==> src/rtl/fetch_ctrl_pkg.sv <==
// Shared CPU fetch package.
// Holds the fetch FSM state encoding, the default bubble instruction, the
// halfword PC increment and a helper that forces halfword alignment.
package fetch_ctrl_pkg;

    typedef enum logic [1:0] {
        ST_IDLE  = 2'd0,
        ST_REQ   = 2'd1,
        ST_HOLD  = 2'd2,
        ST_FLUSH = 2'd3
    } fetch_state_e;

    localparam logic [15:0] NOP_INSN_DEF = 16'hBF00;
    localparam logic [31:0] HW_INC       = 32'd2;

    function automatic logic [31:0] hw_align(input logic [31:0] a);
        return {a[31:1], 1'b0};
    endfunction

endpackage

==> src/rtl/fetch_perf.sv <==
// Fetch performance counters (only built when FETCH_CTRL_PERF_EN is defined).
// Ports:
//   clk, rst         clock, synchronous active-high reset
//   deliver_i        an instruction is being presented with valid=1
//   bubble_i         the fetch unit is emitting a flush NOP this cycle
//   o_fetch_cnt_r    saturating count of delivered instructions
//   o_bubble_cnt_r   saturating count of flush NOP cycles
`ifdef FETCH_CTRL_PERF_EN
module fetch_perf (
    input  logic        clk,
    input  logic        rst,
    input  logic        deliver_i,
    input  logic        bubble_i,
    output logic [31:0] o_fetch_cnt_r,
    output logic [15:0] o_bubble_cnt_r
);

    logic [31:0] fetch_cnt_q;
    logic [15:0] bubble_cnt_q;

    always_ff @(posedge clk) begin
        if (rst) begin
            fetch_cnt_q  <= '0;
            bubble_cnt_q <= '0;
        end else begin
            if (deliver_i && (fetch_cnt_q != '1))
                fetch_cnt_q <= fetch_cnt_q + 32'd1;
            if (bubble_i && (bubble_cnt_q != '1))
                bubble_cnt_q <= bubble_cnt_q + 16'd1;
        end
    end

    assign o_fetch_cnt_r  = fetch_cnt_q;
    assign o_bubble_cnt_r = bubble_cnt_q;

endmodule
`endif

==> src/rtl/fetch_ctrl.sv <==
// Instruction fetch sequencer feeding the 16-bit decoder input.
// Owns the PC, runs a req/ack handshake with instruction memory, parks a
// fetched halfword while the pipeline stalls, and injects NOP bubbles after
// a taken branch.
// Optional feature macro: FETCH_CTRL_PERF_EN adds o_fetch_cnt_r/o_bubble_cnt_r.
// Ports:
//   clk, rst           clock, synchronous active-high reset
//   i_stall            downstream cannot accept a new instruction
//   i_branch           taken-branch pulse, i_branch_target its destination
//   o_imem_req/addr    fetch request and halfword-aligned address
//   i_imem_ack/data    memory accept + returned halfword (same cycle)
//   o_ir_r/valid_r     instruction to decoder, valid when newly delivered
//   o_pc_r             address of the next instruction to fetch
module fetch_ctrl
    import fetch_ctrl_pkg::*;
#(
    parameter logic [31:0] RESET_PC     = 32'h0000_0000,
    parameter logic [15:0] NOP_INSN     = NOP_INSN_DEF,
    parameter int          FLUSH_CYCLES = 2
) (
    input  logic        clk,
    input  logic        rst,
    input  logic        i_stall,
    input  logic        i_branch,
    input  logic [31:0] i_branch_target,
    output logic        o_imem_req,
    output logic [31:0] o_imem_addr,
    input  logic        i_imem_ack,
    input  logic [15:0] i_imem_data,
    output logic [15:0] o_ir_r,
    output logic        o_ir_valid_r,
    output logic [31:0] o_pc_r
`ifdef FETCH_CTRL_PERF_EN
    ,
    output logic [31:0] o_fetch_cnt_r,
    output logic [15:0] o_bubble_cnt_r
`endif
);

    localparam int CNT_W = (FLUSH_CYCLES > 1) ? $clog2(FLUSH_CYCLES) : 1;
    localparam logic [CNT_W-1:0] CNT_INIT = CNT_W'(FLUSH_CYCLES - 1);

    fetch_state_e   state_q;
    logic           req_q;
    logic [31:0]    addr_q;
    logic [31:0]    pc_q;
    logic [15:0]    ir_q;
    logic           valid_q;
    logic [15:0]    hold_q;
    logic           pend_q;
    logic [CNT_W-1:0] cnt_q;

    logic [31:0] pc_inc_d;
    logic        pend_d;
    logic        unused_tgt_lsb;

    assign pc_inc_d       = pc_q + HW_INC;   // wraps modulo 2^32
    assign unused_tgt_lsb = i_branch_target[0];
    // A request still outstanding when a branch arrives must be completed
    // on the bus (address held) but its data thrown away.
    assign pend_d         = req_q && !i_imem_ack;

    always_ff @(posedge clk) begin
        if (rst) begin
            state_q <= ST_IDLE;
            req_q   <= 1'b0;
            addr_q  <= RESET_PC;
            pc_q    <= RESET_PC;
            ir_q    <= NOP_INSN;
            valid_q <= 1'b0;
            hold_q  <= NOP_INSN;
            pend_q  <= 1'b0;
            cnt_q   <= '0;
        end else if (i_branch) begin
            // Branch beats stall and ack; addr_q is left on any pending request.
            state_q <= ST_FLUSH;
            pc_q    <= hw_align(i_branch_target);
            ir_q    <= NOP_INSN;
            valid_q <= 1'b0;
            hold_q  <= NOP_INSN;
            cnt_q   <= CNT_INIT;
            pend_q  <= pend_d;
            req_q   <= pend_d;
        end else begin
            case (state_q)
                ST_IDLE: begin
                    state_q <= ST_REQ;
                    req_q   <= 1'b1;
                    addr_q  <= pc_q;
                end
                ST_REQ: begin
                    if (i_stall) begin
                        if (i_imem_ack) begin
                            hold_q  <= i_imem_data;
                            pc_q    <= pc_inc_d;
                            addr_q  <= pc_inc_d;
                            valid_q <= 1'b0;
                            req_q   <= 1'b0;
                            state_q <= ST_HOLD;
                        end
                    end else if (i_imem_ack) begin
                        ir_q    <= i_imem_data;
                        valid_q <= 1'b1;
                        pc_q    <= pc_inc_d;
                        addr_q  <= pc_inc_d;
                    end else begin
                        ir_q    <= NOP_INSN;
                        valid_q <= 1'b0;
                    end
                end
                ST_HOLD: begin
                    if (!i_stall) begin
                        ir_q    <= hold_q;
                        valid_q <= 1'b1;
                        req_q   <= 1'b1;
                        state_q <= ST_REQ;
                    end
                end
                ST_FLUSH: begin
                    if (cnt_q != '0)
                        cnt_q <= cnt_q - CNT_W'(1);
                    if (pend_q && i_imem_ack) begin
                        pend_q <= 1'b0;
                        req_q  <= 1'b0;
                    end
                    if ((cnt_q == '0) && !pend_q) begin
                        state_q <= ST_REQ;
                        req_q   <= 1'b1;
                        addr_q  <= pc_q;
                    end
                end
                default: state_q <= ST_IDLE;
            endcase
        end
    end

    assign o_imem_req   = req_q;
    assign o_imem_addr  = addr_q;
    assign o_ir_r       = ir_q;
    assign o_ir_valid_r = valid_q;
    assign o_pc_r       = pc_q;

`ifdef FETCH_CTRL_PERF_EN
    fetch_perf u_perf (
        .clk            (clk),
        .rst            (rst),
        .deliver_i      (valid_q),
        .bubble_i       (state_q == ST_FLUSH),
        .o_fetch_cnt_r  (o_fetch_cnt_r),
        .o_bubble_cnt_r (o_bubble_cnt_r)
    );
`endif

endmodule

==> config.mk <==
export PLATFORM = sky130hd
export DESIGN_NAME = fetch_ctrl
export DESIGN_NICKNAME = d
export VERILOG_FILES = /design/src/rtl/fetch_ctrl_pkg.sv /design/src/rtl/fetch_perf.sv /design/src/rtl/fetch_ctrl.sv
export SDC_FILE = /design/constraint.sdc
export NUM_CORES = 1
export LEC_CHECK = 0
export BUFFER_PORTS_ARGS = -buffer_cell sky130_fd_sc_hd__buf_2
export CAP_MARGIN = 20
export CORE_ASPECT_RATIO = 0.5
export CORE_MARGIN = 8
export CORE_UTILIZATION = 40
export CTS_CLUSTER_DIAMETER = 30
export CTS_CLUSTER_SIZE = 14
export DETAILED_ROUTE_END_ITERATION = 10
export PLACE_DENSITY = 0.66
export SYNTH_ARGS = -nofsm -noshare
export SYNTH_HDL_FRONTEND = slang
export SYNTH_HIERARCHICAL = 1
export SYNTH_SLANG_ARGS = --single-unit
==> constraint.sdc <==
create_clock -name clk -period 3.1 [get_ports clk]
set_clock_uncertainty 0.2 [all_clocks]
set_input_delay 0.155 -clock clk [delete_from_list [all_inputs] [get_ports clk]]
set_output_delay 0.155 -clock clk [all_outputs]
set_load 0.02 [all_outputs]
Word level (Yosys, flattened, before mapping):

Cells that the tools add are included.

* add/sub/neg operators: 2
* equality and inequality tests: 13
* muxes and demuxes: 31
* bitwise operators: 2
* reductions and logical operators: 21

Operator list (count)
* 32-bit two-way mux: 5
* 32-bit one-hot mux with 3 select lines: 1
* 16-bit two-way mux: 3
* 32-bit by 2-bit adder with 32-bit output (second input constant): 1
* 16-bit one-hot mux with 2 select lines: 1
* 3-bit inequality test (second input constant): 5
* 1-bit two-way mux: 13
* 4-bit AND reduction: 3
* 2-bit two-way mux: 5
* 2-bit nonzero test: 5
* 3-bit AND reduction: 3
* 2-bit inequality test (second input constant): 4
* 2-bit one-hot mux with 4 select lines: 1
* 2-bit equality test (second input constant): 2
* 4-bit inequality test (second input constant): 1
* 1-bit one-hot mux with 4 select lines: 1
* 2-bit AND reduction: 2
* 1-bit logical AND: 3
* 3-bit nonzero test: 1
* 2-bit by 1-bit equality test with 1-bit output (second input constant): 1
* 1-bit logical NOT: 2
* 2-bit logical NOT: 1
* 1-bit NOT: 2
* 1-bit one-hot mux with 2 select lines: 1
* other kinds (2): 2

* register bits after elaboration: 102
* input port bits: 53
* output and inout bits: 82
* logic and storage cells: 79

Longest topological paths before layout:

Gate-level depths: netlist of run 1.

* depth in word-level cells: 5
* gate-level depth with buffers: 7
* mapped depth without buffers: 6

Worst setup path before layout of run 1:

OpenSTA, ideal clock, no wires.

* path kind: reg-to-reg
* start point: reg pc_q[1] (netlist: o_pc_r[1])
* end point: reg pc_q[23] (netlist: o_pc_r[23])
* setup time: 0.078 ns
* arrival: 2.162 ns
* required time: 2.822 ns
* setup slack: 0.660 ns
* cell stages (with the launch flop): 8
* buffers on the path: 1
* period minus slack after synthesis: 2.440 ns
* cell sequence: dfxtp_1 ha_1 nand3_1 or3_1 buf_2 nor4_1 mux2_2 nor3_1

* word-level cells in the longest chain between the ends: 4

Ends and longest elaborated chain
* start: declaration: RTL line fetch_ctrl.sv:46 `logic [31:0] pc_q;`
* start signal: assignment: RTL line fetch_ctrl.sv:77 `pc_q <= hw_align(i_branch_target);`
* start signal: assignment: RTL line fetch_ctrl.sv:95 `pc_q <= pc_inc_d;`
* start signal: assignment: RTL line fetch_ctrl.sv:104 `pc_q <= pc_inc_d;`
* 32-bit by 2-bit adder with 32-bit output: RTL line fetch_ctrl.sv:57 `assign pc_inc_d = pc_q + HW_INC;`
* 32-bit two-way mux: RTL line fetch_ctrl.sv:93, fetch_ctrl.sv:101
* 32-bit two-way mux: RTL line fetch_ctrl.sv:85 `case (state_q)`
* 32-bit two-way mux: RTL line fetch_ctrl.sv:74 `end else if (i_branch) begin`

Every way passes these cells. The select of a mux whose other input is x is not followed.
A chain may end at the register's enable or synchronous reset.

Final worst setup path of run 1:

* start point: reg pc_q[1] (netlist: o_pc_r[1])
* end point: reg pc_q[19] (netlist: o_pc_r[19])

Same word-level chain as after synthesis.

==> flow_summary.json, run 1 <==
{
  "grt_pass1_wl_mm": 24.81,
  "nNetsFinal": 827,
  "overflow": 0,
  "cp_max_fo": 8,
  "wl_mm": 15.24,
  "arrival_ns": 2.69,
  "ys_seq_elements": 100,
  "ys.flop_type": "dfxtp_1",
  "start_kind": "flop",
  "drt_iter0_drc": 312,
  "maxSlewViolCount": 0,
  "cp-end-kind": "flop",
  "insertion_delay_ns": 0.35,
  "track_usage_pct": 18.18,
  "multi_input_area_um2": 2748,
  "antennaDiodeCount": 0,
  "dr_wl_met2_mm": 7.260,
  "ctsHoldBuffers": 49,
  "rows": 29,
  "top_layer_used": "met4",
  "synth.most_common_cell": "dfxtp_1",
  "core_area_um2": 12480,
  "cp.required_ns": 3.12,
  "vias": 5022,
  "hold_violations": 0,
  "wl_met3_um": 886,
  "path_class": "flop to flop",
  "yosysWarnings": 6,
  "cellPowerDensity_nw_per_um2": 477.0,
  "fmax_mhz": 374.4,
  "synth_edf_count": 0,
  "drt_pass1_iterations": 7,
  "async_flop_share_pct": 0,
  "ant_nets": 0,
  "ys_seq_area_share_pct": 39.82,
  "irDropWorstVdd_mv": 0.2677,
  "max_slew.worst_pin.slew_ns": 0.9027,
  "drive_above_1_share_pct": 24.04,
  "status": "finished clean",
  "avgSynthCellArea_um2": 8.096,
  "p_total_uw": 3135,
  "syn_area_um2": 5027,
  "cts_buffers": 9,
  "wl_per_cell_um": 16.08,
  "wl_met1_mm": 6.941,
  "slew_headroom_pct": 39.60,
  "post_cts_buffers": 0,
  "ys_top_cells_by_count": "100 x dfxtp_1, 83 x nor2_1, 73 x nand2_1",
  "portBuffers": 131,
  "dieArea_um2": 16630,
  "ys_types": 51,
  "max-cap-violations": 0,
  "setup_tns_ns": 0,
  "cts_resized": 0,
  "dieWidth_um": 174.5,
  "clock-root-buffer": "clkbuf_16",
  "initial_utilization_pct": 40.28,
  "finalCriticalPeriod_ns": 2.671,
  "die_h_um": 95.28,
  "clock_sinks": 100,
  "grt_pass1_vias": 4837,
  "fin_crit_sh_pct": 86.17,
  "hp-class": "primary input to flop",
  "htreeDepth": 3,
  "syn2layout_area_growth_pct": 30.76,
  "rsz0062_at_grt": "false",
  "register_area_um2": 2002,
  "routabilityCongestion": 0.7715,
  "cts.path.max_buffers": 2,
  "antenna_found_initial": 0,
  "synth_top_area_cell": "dfxtp_1",
  "pin_count": 135,
  "path_clk_slew_ns": 0.08,
  "syn_inst": 621,
  "cts_tree": "yes",
  "ys_top_cells_by_area": "dfxtp_1 40%, xnor2_1 7.3%, a211oi_1 6.4%",
  "synth_top_area_share_pct": 39.82,
  "drt_drc_violations_left": 0,
  "p_leak_uw": 0.002527,
  "n_fill_cell": 1214,
  "setup_viol": 0,
  "grt_max_degree": 67,
  "dp_hpwl_mm": 10.35,
  "viasPerCell": 5.297
}
==> report_power, final <==
group	internal (µW)	leakage [µW]	switching, µW
Combinational	234	0.00156	337
Clock	567	0.000142	555
Sequential	1360	0.000823	80.5
==> cell families after synthesis <==
group | share of synthesized area [%]
flip-flops | 39.82
AND/OR/NAND/NOR | 28.82
other | 0.07459
AO/OA/AOI/OAI | 15.90
multiplexers | 0.4231
adder cells (fa/ha/maj) | 0.2488
XOR/XNOR | 8.885
buffers and inverters | 5.824
==> placed cells by master, fill, tap and decap left out, types with 4 or more instances in the layout <==
master | synthesis | layout
nand3_1 | 37 | 37
and4_1 | 7 | 7
dlygate4sd3_1 | 0 | 49
a211oi_2 | 4 | 4
nor3_1 | 17 | 17
inv_1 | 5 | 5
o21ai_0 | 10 | 10
o211ai_1 | 7 | 7
clkbuf_16 | 0 | 9
buf_2 | 19 | 131
nand4_1 | 15 | 15
nor3_2 | 4 | 4
a21oi_1 | 22 | 21
dfxtp_1 | 100 | 100
nor4_1 | 10 | 10
a311oi_1 | 15 | 15
nor2b_1 | 6 | 6
nand3b_1 | 10 | 10
or3_1 | 6 | 6
nor2_1 | 83 | 82
buf_4 | 3 | 20
xor2_1 | 9 | 9
a211oi_1 | 43 | 43
nand2_1 | 73 | 73
xnor2_1 | 42 | 42
==> through the flow <==
stage / setup WS (ns) / hold WS, ns / std cells / instance area [µm²] / util [%]
after floorplan: 0.6601 / 0.07805 / 622 / 5031 / -
after global placement: 0.6169 / 0.1701 / 883 / 5791 / 46.39
after detailed placement: 0.5500 / 0.1765 / 883 / 5791 / 46.39
after CTS: 0.4834 / 0.07810 / 948 / 6574 / 52.67
after global routing: 0.1752 / 0.1129 / 948 / 6574 / 52.67
final: 0.4288 / 0.08146 / 948 / 6574 / 52.67
==> critical path, stage by stage, from the launching register on <==
cell and delay (ns):
dfxtp_1 0.50, ha_1 0.26, nand3_1 0.16, or3_1 0.52
buf_4 0.21, nor2_1 0.20, a211oi_1 0.12, a2111oi_0 0.38
==> routing by layer <==
metal | up-vias | global-route usage (%)
met3 | 15 | 4.664
li1 | 2506 | -
met1 | 2352 | 23.00
met4 | 0 | 4.205
met2 | 149 | 31.11
met5 | - | 0
==> flip-flops by register name, summed over array words and instances, names as in the netlist <==
signal        flops
pend_q            1
o_imem_addr      31
o_imem_req        1
state_q           2
o_ir_r           16
hold_q           16
cnt_q             1
o_pc_r           31
o_ir_valid_r      1
==> final cells by class <==
type	instances	share of cell area, %
Clock buffer	9	3.426
Inverter	6	0.3426
Multi-Input combinational cell	456	41.80
Sequential cell	100	30.45
Clock inverter	7	1.028
Timing Repair Buffer	200	19.72
Tap cell	170	3.236
==> final timing paths <==
path / from / end / slack (ns) / cells after the start
setup / recovery: o_pc_r[1] / o_pc_r[19] / 0.43 / 7
hold / removal: i_branch / o_pc_r[6] / 0.08 / 3
setup reg to reg: o_pc_r[1] / o_pc_r[19] / 0.43 / 7
hold reg to reg: hold_q[14] / hold_q[14] / 0.26 / 2
No activity file was read; power rests on OpenSTA's default activity.
==> run 2: changes to the inputs <==
--- a/config.mk
+++ b/config.mk
@@ -15,3 +15,3 @@
 export DETAILED_ROUTE_END_ITERATION = 10
-export PLACE_DENSITY = 0.66
+export PLACE_DENSITY = 0.72
 export SYNTH_ARGS = -nofsm -noshare
--- a/constraint.sdc
+++ b/constraint.sdc
@@ -4,2 +4,2 @@
 set_output_delay 0.155 -clock clk [all_outputs]
-set_load 0.02 [all_outputs]
+set_load 0.005 [all_outputs]
==> flow_summary.json, run 2 (synthesis gave the netlist of run 1 again) <==
{
  "dieWidth_um": 174.5,
  "seqPwrFrac_pct": 47.3,
  "holdWs_ns": 0.06838,
  "max_slew.worst_pin.slew_ns": 0.8249,
  "fin_crit_sh_pct": 86.55,
  "htreeDepth": 3,
  "setup_viol": 0,
  "dp_hpwl_mm": 10.31,
  "rows": 29,
  "grt_pass1_wl_mm": 23.98,
  "cp-end-kind": "flop",
  "hold_path.startpoint": "i_branch",
  "p_switching_uw": 845.1,
  "slew_headroom_pct": 44.81,
  "wl_mm": 15.12,
  "syn2layout_area_growth_pct": 31.09,
  "overflow": 0,
  "switching_share_pct": 27.50,
  "routabilityCongestion": 0.8319,
  "start_kind": "flop",
  "antenna_found_initial": 0,
  "p_total_uw": 3073,
  "crit_start": "state_q[0]",
  "final_cell_mix": "131 x buf_2, 100 x dfxtp_1, 82 x nor2_1",
  "path_clk_slew_ns": 0.07,
  "post_cts_buffers": 0,
  "clock_sinks": 100,
  "cts_resized": 0,
  "reg2reg_from": "state_q[0]",
  "irDropWorstVdd_mv": 0.2464,
  "grt_pass1_vias": 4835,
  "initial_utilization_pct": 40.28,
  "power.internal_uw": 2228,
  "die_h_um": 95.28,
  "fmax_mhz": 372.7,
  "drt_drc_violations_left": 0,
  "power_frac_clock_pct": 37.1,
  "rsz0062_at_grt": "false",
  "cp_max_fo": 17,
  "final-instance-count-excl-fill": 947,
  "hp-class": "primary input to flop",
  "viasPerCell": 5.294,
  "status": "finished clean",
  "drt_iter0_drc": 338,
  "max-cap-violations": 0,
  "vias": 5013,
  "hold_violations": 0,
  "pin_count": 135,
  "cts_buffers": 9,
  "dp_cells": 878,
  "final_common_cell": "buf_2",
  "path_class": "flop to flop",
  "ant_nets": 0,
  "maxSlewViolCount": 0,
  "cellPowerDensity_nw_per_um2": 466.3,
  "clock-root-buffer": "clkbuf_16",
  "insertion_delay_ns": 0.35,
  "cts_tree": "yes",
  "wl_per_cell_um": 15.96,
  "arrival_ns": 2.77,
  "track_usage_pct": 17.57,
  "drive_above_1_share_pct": 23.17,
  "grt_max_degree": 63,
  "drt_pass1_iterations": 6,
  "dieArea_um2": 16630,
  "cp.required_ns": 3.19,
  "antennaDiodeCount": 0,
  "p_leak_uw": 0.002530,
  "core_area_um2": 12480,
  "cts.path.max_buffers": 2,
  "finalCriticalPeriod_ns": 2.683,
  "nNetsFinal": 826,
  "combinationalPowerShare_pct": 15.6,
  "setup_tns_ns": 0,
  "portBuffers": 131
}
==> run 2: cell types whose count changed in the layout (fill, tap and decap cells not counted), sizes merged <==
cell and change:
buf -5, bufinv +1, clkbuf +2, clkinvlp -1, dlygate4sd3 +4, inv -2
==> run 2: critical path, stage by stage (launching register included) <==
cell,delay (ns)
dfxtp_1,0.67
and3b_1,0.55
nand4_1,0.17
xor2_1,0.17
a211oi_1,0.27
dlygate4sd3_1,0.60
==> run 2: routing by layer <==
layer  wire [µm]  global-route usage (%)  up-vias  share of wire [%]
met5           0                       0        -                  0
met4         337                   7.708        0                2.2
met3         647                   3.794       35                4.3
met2        7208                   29.76      127                 48
met1        6922                   21.66     2356                 46
li1            -                       -     2495                  -
==> run 2: per-stage QoR <==
stage / worst slack [ns] / utilization [%] / cell area, µm²
2_1_floorplan: 0.7882 / - / 5031
3_3_place_gp: 0.6483 / 46.19 / 5766
3_5_place_dp: 0.6007 / 46.19 / 5766
4_1_cts: 0.5368 / 52.80 / 6590
5_1_grt: 0.2977 / 52.80 / 6590
6_report: 0.4169 / 52.80 / 6590
==> run 2: final timing paths <==
kind	slack [ns]	endpoint	cells after the start
hold reg to reg	0.26	hold_q[7]	2
setup / recovery	0.42	o_pc_r[4]	5
setup reg to reg	0.42	o_pc_r[4]	5
hold / removal	0.07	o_pc_r[6]	3
==> run 2: layout make-up <==
class / count / area (µm²)
fillers: 1163 / 5892
multi-input cells: 456 / 2748
flip-flops and latches: 100 / 2002
repair buffers: 199 / 1311
clock buffers: 11 / 232.7
well taps: 170 / 212.7
clock inverters: 5 / 61.31
inverters: 6 / 22.52
==> run 2: power by group through the flow <==
stage / logic, µW / registers (µW) / clock network (µW)
finish: 480 / 1450 / 1140
CTS: 482 / 1450 / 1160
detailed placement: 428 / 1480 / 0
global route: 531 / 1460 / 1200
floorplan: 269 / 1460 / 0
global placement: 424 / 1480 / 0
==> run 2: what timing repair did <==
action / 4_1_cts / 5_1_grt
hold endpoints to repair: 71 / 0
hold buffers: 53 / 0
endpoints found under the setup margin: 0 / 0
==> run 3: changes to the inputs <==
- CORE_ASPECT_RATIO: 0.5 -> not set
==> flow_summary.json, run 3 (synthesis gave the netlist of run 1 again) <==
{
  "status": "finished clean",
  "maxSlewViolCount": 0,
  "syn2layout_area_growth_pct": 30.54,
  "vias": 4965,
  "path_class": "flop to flop",
  "final_cell_mix": "131 x buf_2, 100 x dfxtp_1, 82 x nor2_1",
  "track_usage_pct": 18.71,
  "top_layer_used": "met4",
  "p_leak_uw": 0.002512,
  "nNetsFinal": 825,
  "critPathSlowestCell": "or3_1",
  "portBuffers": 131,
  "viasPerCell": 5.232,
  "holdWs_ns": 0.04355,
  "critPathBufInv": 0,
  "ant_nets": 0,
  "max-cap-violations": 0,
  "pin_count": 135,
  "wl_met1_mm": 6.695,
  "path_clk_slew_ns": 0.08,
  "cp-end-kind": "flop",
  "wl_per_cell_um": 15.83,
  "wl_met3_mm": 1.011,
  "irDropWorstVdd_mv": 0.2551,
  "rows": 41,
  "htreeDepth": 3,
  "initial_utilization_pct": 40.33,
  "drt_pass1_iterations": 5,
  "grt_pass1_wl_mm": 24.76,
  "dp_hpwl_mm": 10.31,
  "path_delay_family": "simple AND/OR/NAND/NOR gates",
  "setup_tns_ns": 0,
  "dieArea_um2": 16410,
  "grt_pass1_vias": 4855,
  "cp_max_fo": 10,
  "arrival_ns": 2.63,
  "setup_viol": 0,
  "rsz0062_at_grt": "false",
  "start_kind": "flop",
  "slew_headroom_pct": 37.59,
  "hold_violations": 0,
  "cp.required_ns": 3.18,
  "dpl-instance-area_um2": 5794,
  "fin_area_um2": 6563,
  "final_common_cell": "buf_2",
  "dr_wl_met2_mm": 7.053,
  "die_h_um": 128.1,
  "cpPeakStageDelay_ns": 0.63,
  "clock_sinks": 100,
  "cts_tree": "yes",
  "dieWidth_um": 128.1,
  "hp-class": "primary input to flop",
  "drive_above_1_share_pct": 23.84,
  "finalCriticalPeriod_ns": 2.544,
  "fmax_mhz": 393.1,
  "antenna_found_initial": 0,
  "overflow": 0,
  "fin_crit_sh_pct": 82.07,
  "drt_drc_violations_left": 0,
  "max_slew.worst_pin.slew_ns": 0.9327,
  "routabilityCongestion": 0.8015,
  "core_area_um2": 12470,
  "cts.path.max_buffers": 2,
  "crit_chain": "ha_1, nand3_1, or3_1, nor4_1, mux2_2, nor3_1",
  "wl_mm": 15.03,
  "grt_max_degree": 68,
  "insertion_delay_ns": 0.36,
  "cellPowerDensity_nw_per_um2": 461.4,
  "cts_buffers": 9,
  "drt_iter0_drc": 320,
  "clock-root-buffer": "clkbuf_16"
}
run 3: cell type report:
type | instances | area [µm²]
well taps | 172 | 215.2
fillers | 1157 | 5903
clock buffers | 9 | 225.2
inverters | 6 | 22.52
multi-input cells | 456 | 2744
clock inverters | 7 | 60.06
diodes | 1 | 2.502
flip-flops and latches | 100 | 2002
repair buffers | 198 | 1291
run 3: what timing repair did:
| action | 4_1_cts | 5_1_grt |
|---|---|---|
| setup endpoints to repair | 0 | 0 |
| endpoints found under the hold margin | 64 | 0 |
| hold buffers | 48 | 0 |
| buffers inserted | 0 | 0 |
| resized for setup | 0 | 0 |
run 3: where the power goes:
group | total [µW] | internal [µW] | switching (µW)
Clock | 1100 | 557 | 541
Sequential | 1450 | 1360 | 83.4
Combinational | 484 | 235 | 250
run 3: worst paths after layout:
check,slack (ns),depth (start not counted),to,startpoint
max reg2reg,0.56,6,o_pc_r[23],o_pc_r[1]
max,0.56,6,o_pc_r[23],o_pc_r[1]
min,0.04,3,hold_q[15],rst
min reg2reg,0.26,2,hold_q[4],hold_q[4]
run 3: per-layer routing:
| layer | GRT usage, % | vias up |
|---|---|---|
| li1 | - | 2510 |
| met1 | 23.05 | 2282 |
| met2 | 30.40 | 153 |
| met3 | 5.574 | 20 |
| met4 | 6.364 | 0 |
| met5 | 0 | - |
run 3: tightest hold or removal path: stages:
cell and delay, ns:
buf_2 0.10, nor2_1 0.20, nand3_1 0.12
run 3: metrics by stage:
stage / util [%] / cells / total power (µW) / setup slack (ns)
after floorplan: - / 622 / 1724 / 0.7882
after global placement: 46.48 / 884 / 1907 / 0.6103
after detailed placement: 46.48 / 884 / 1911 / 0.5513
after CTS: 52.62 / 948 / 3055 / 0.5383
after global routing: 52.62 / 948 / 3191 / 0.4051
final: 52.64 / 949 / 3028 / 0.5559
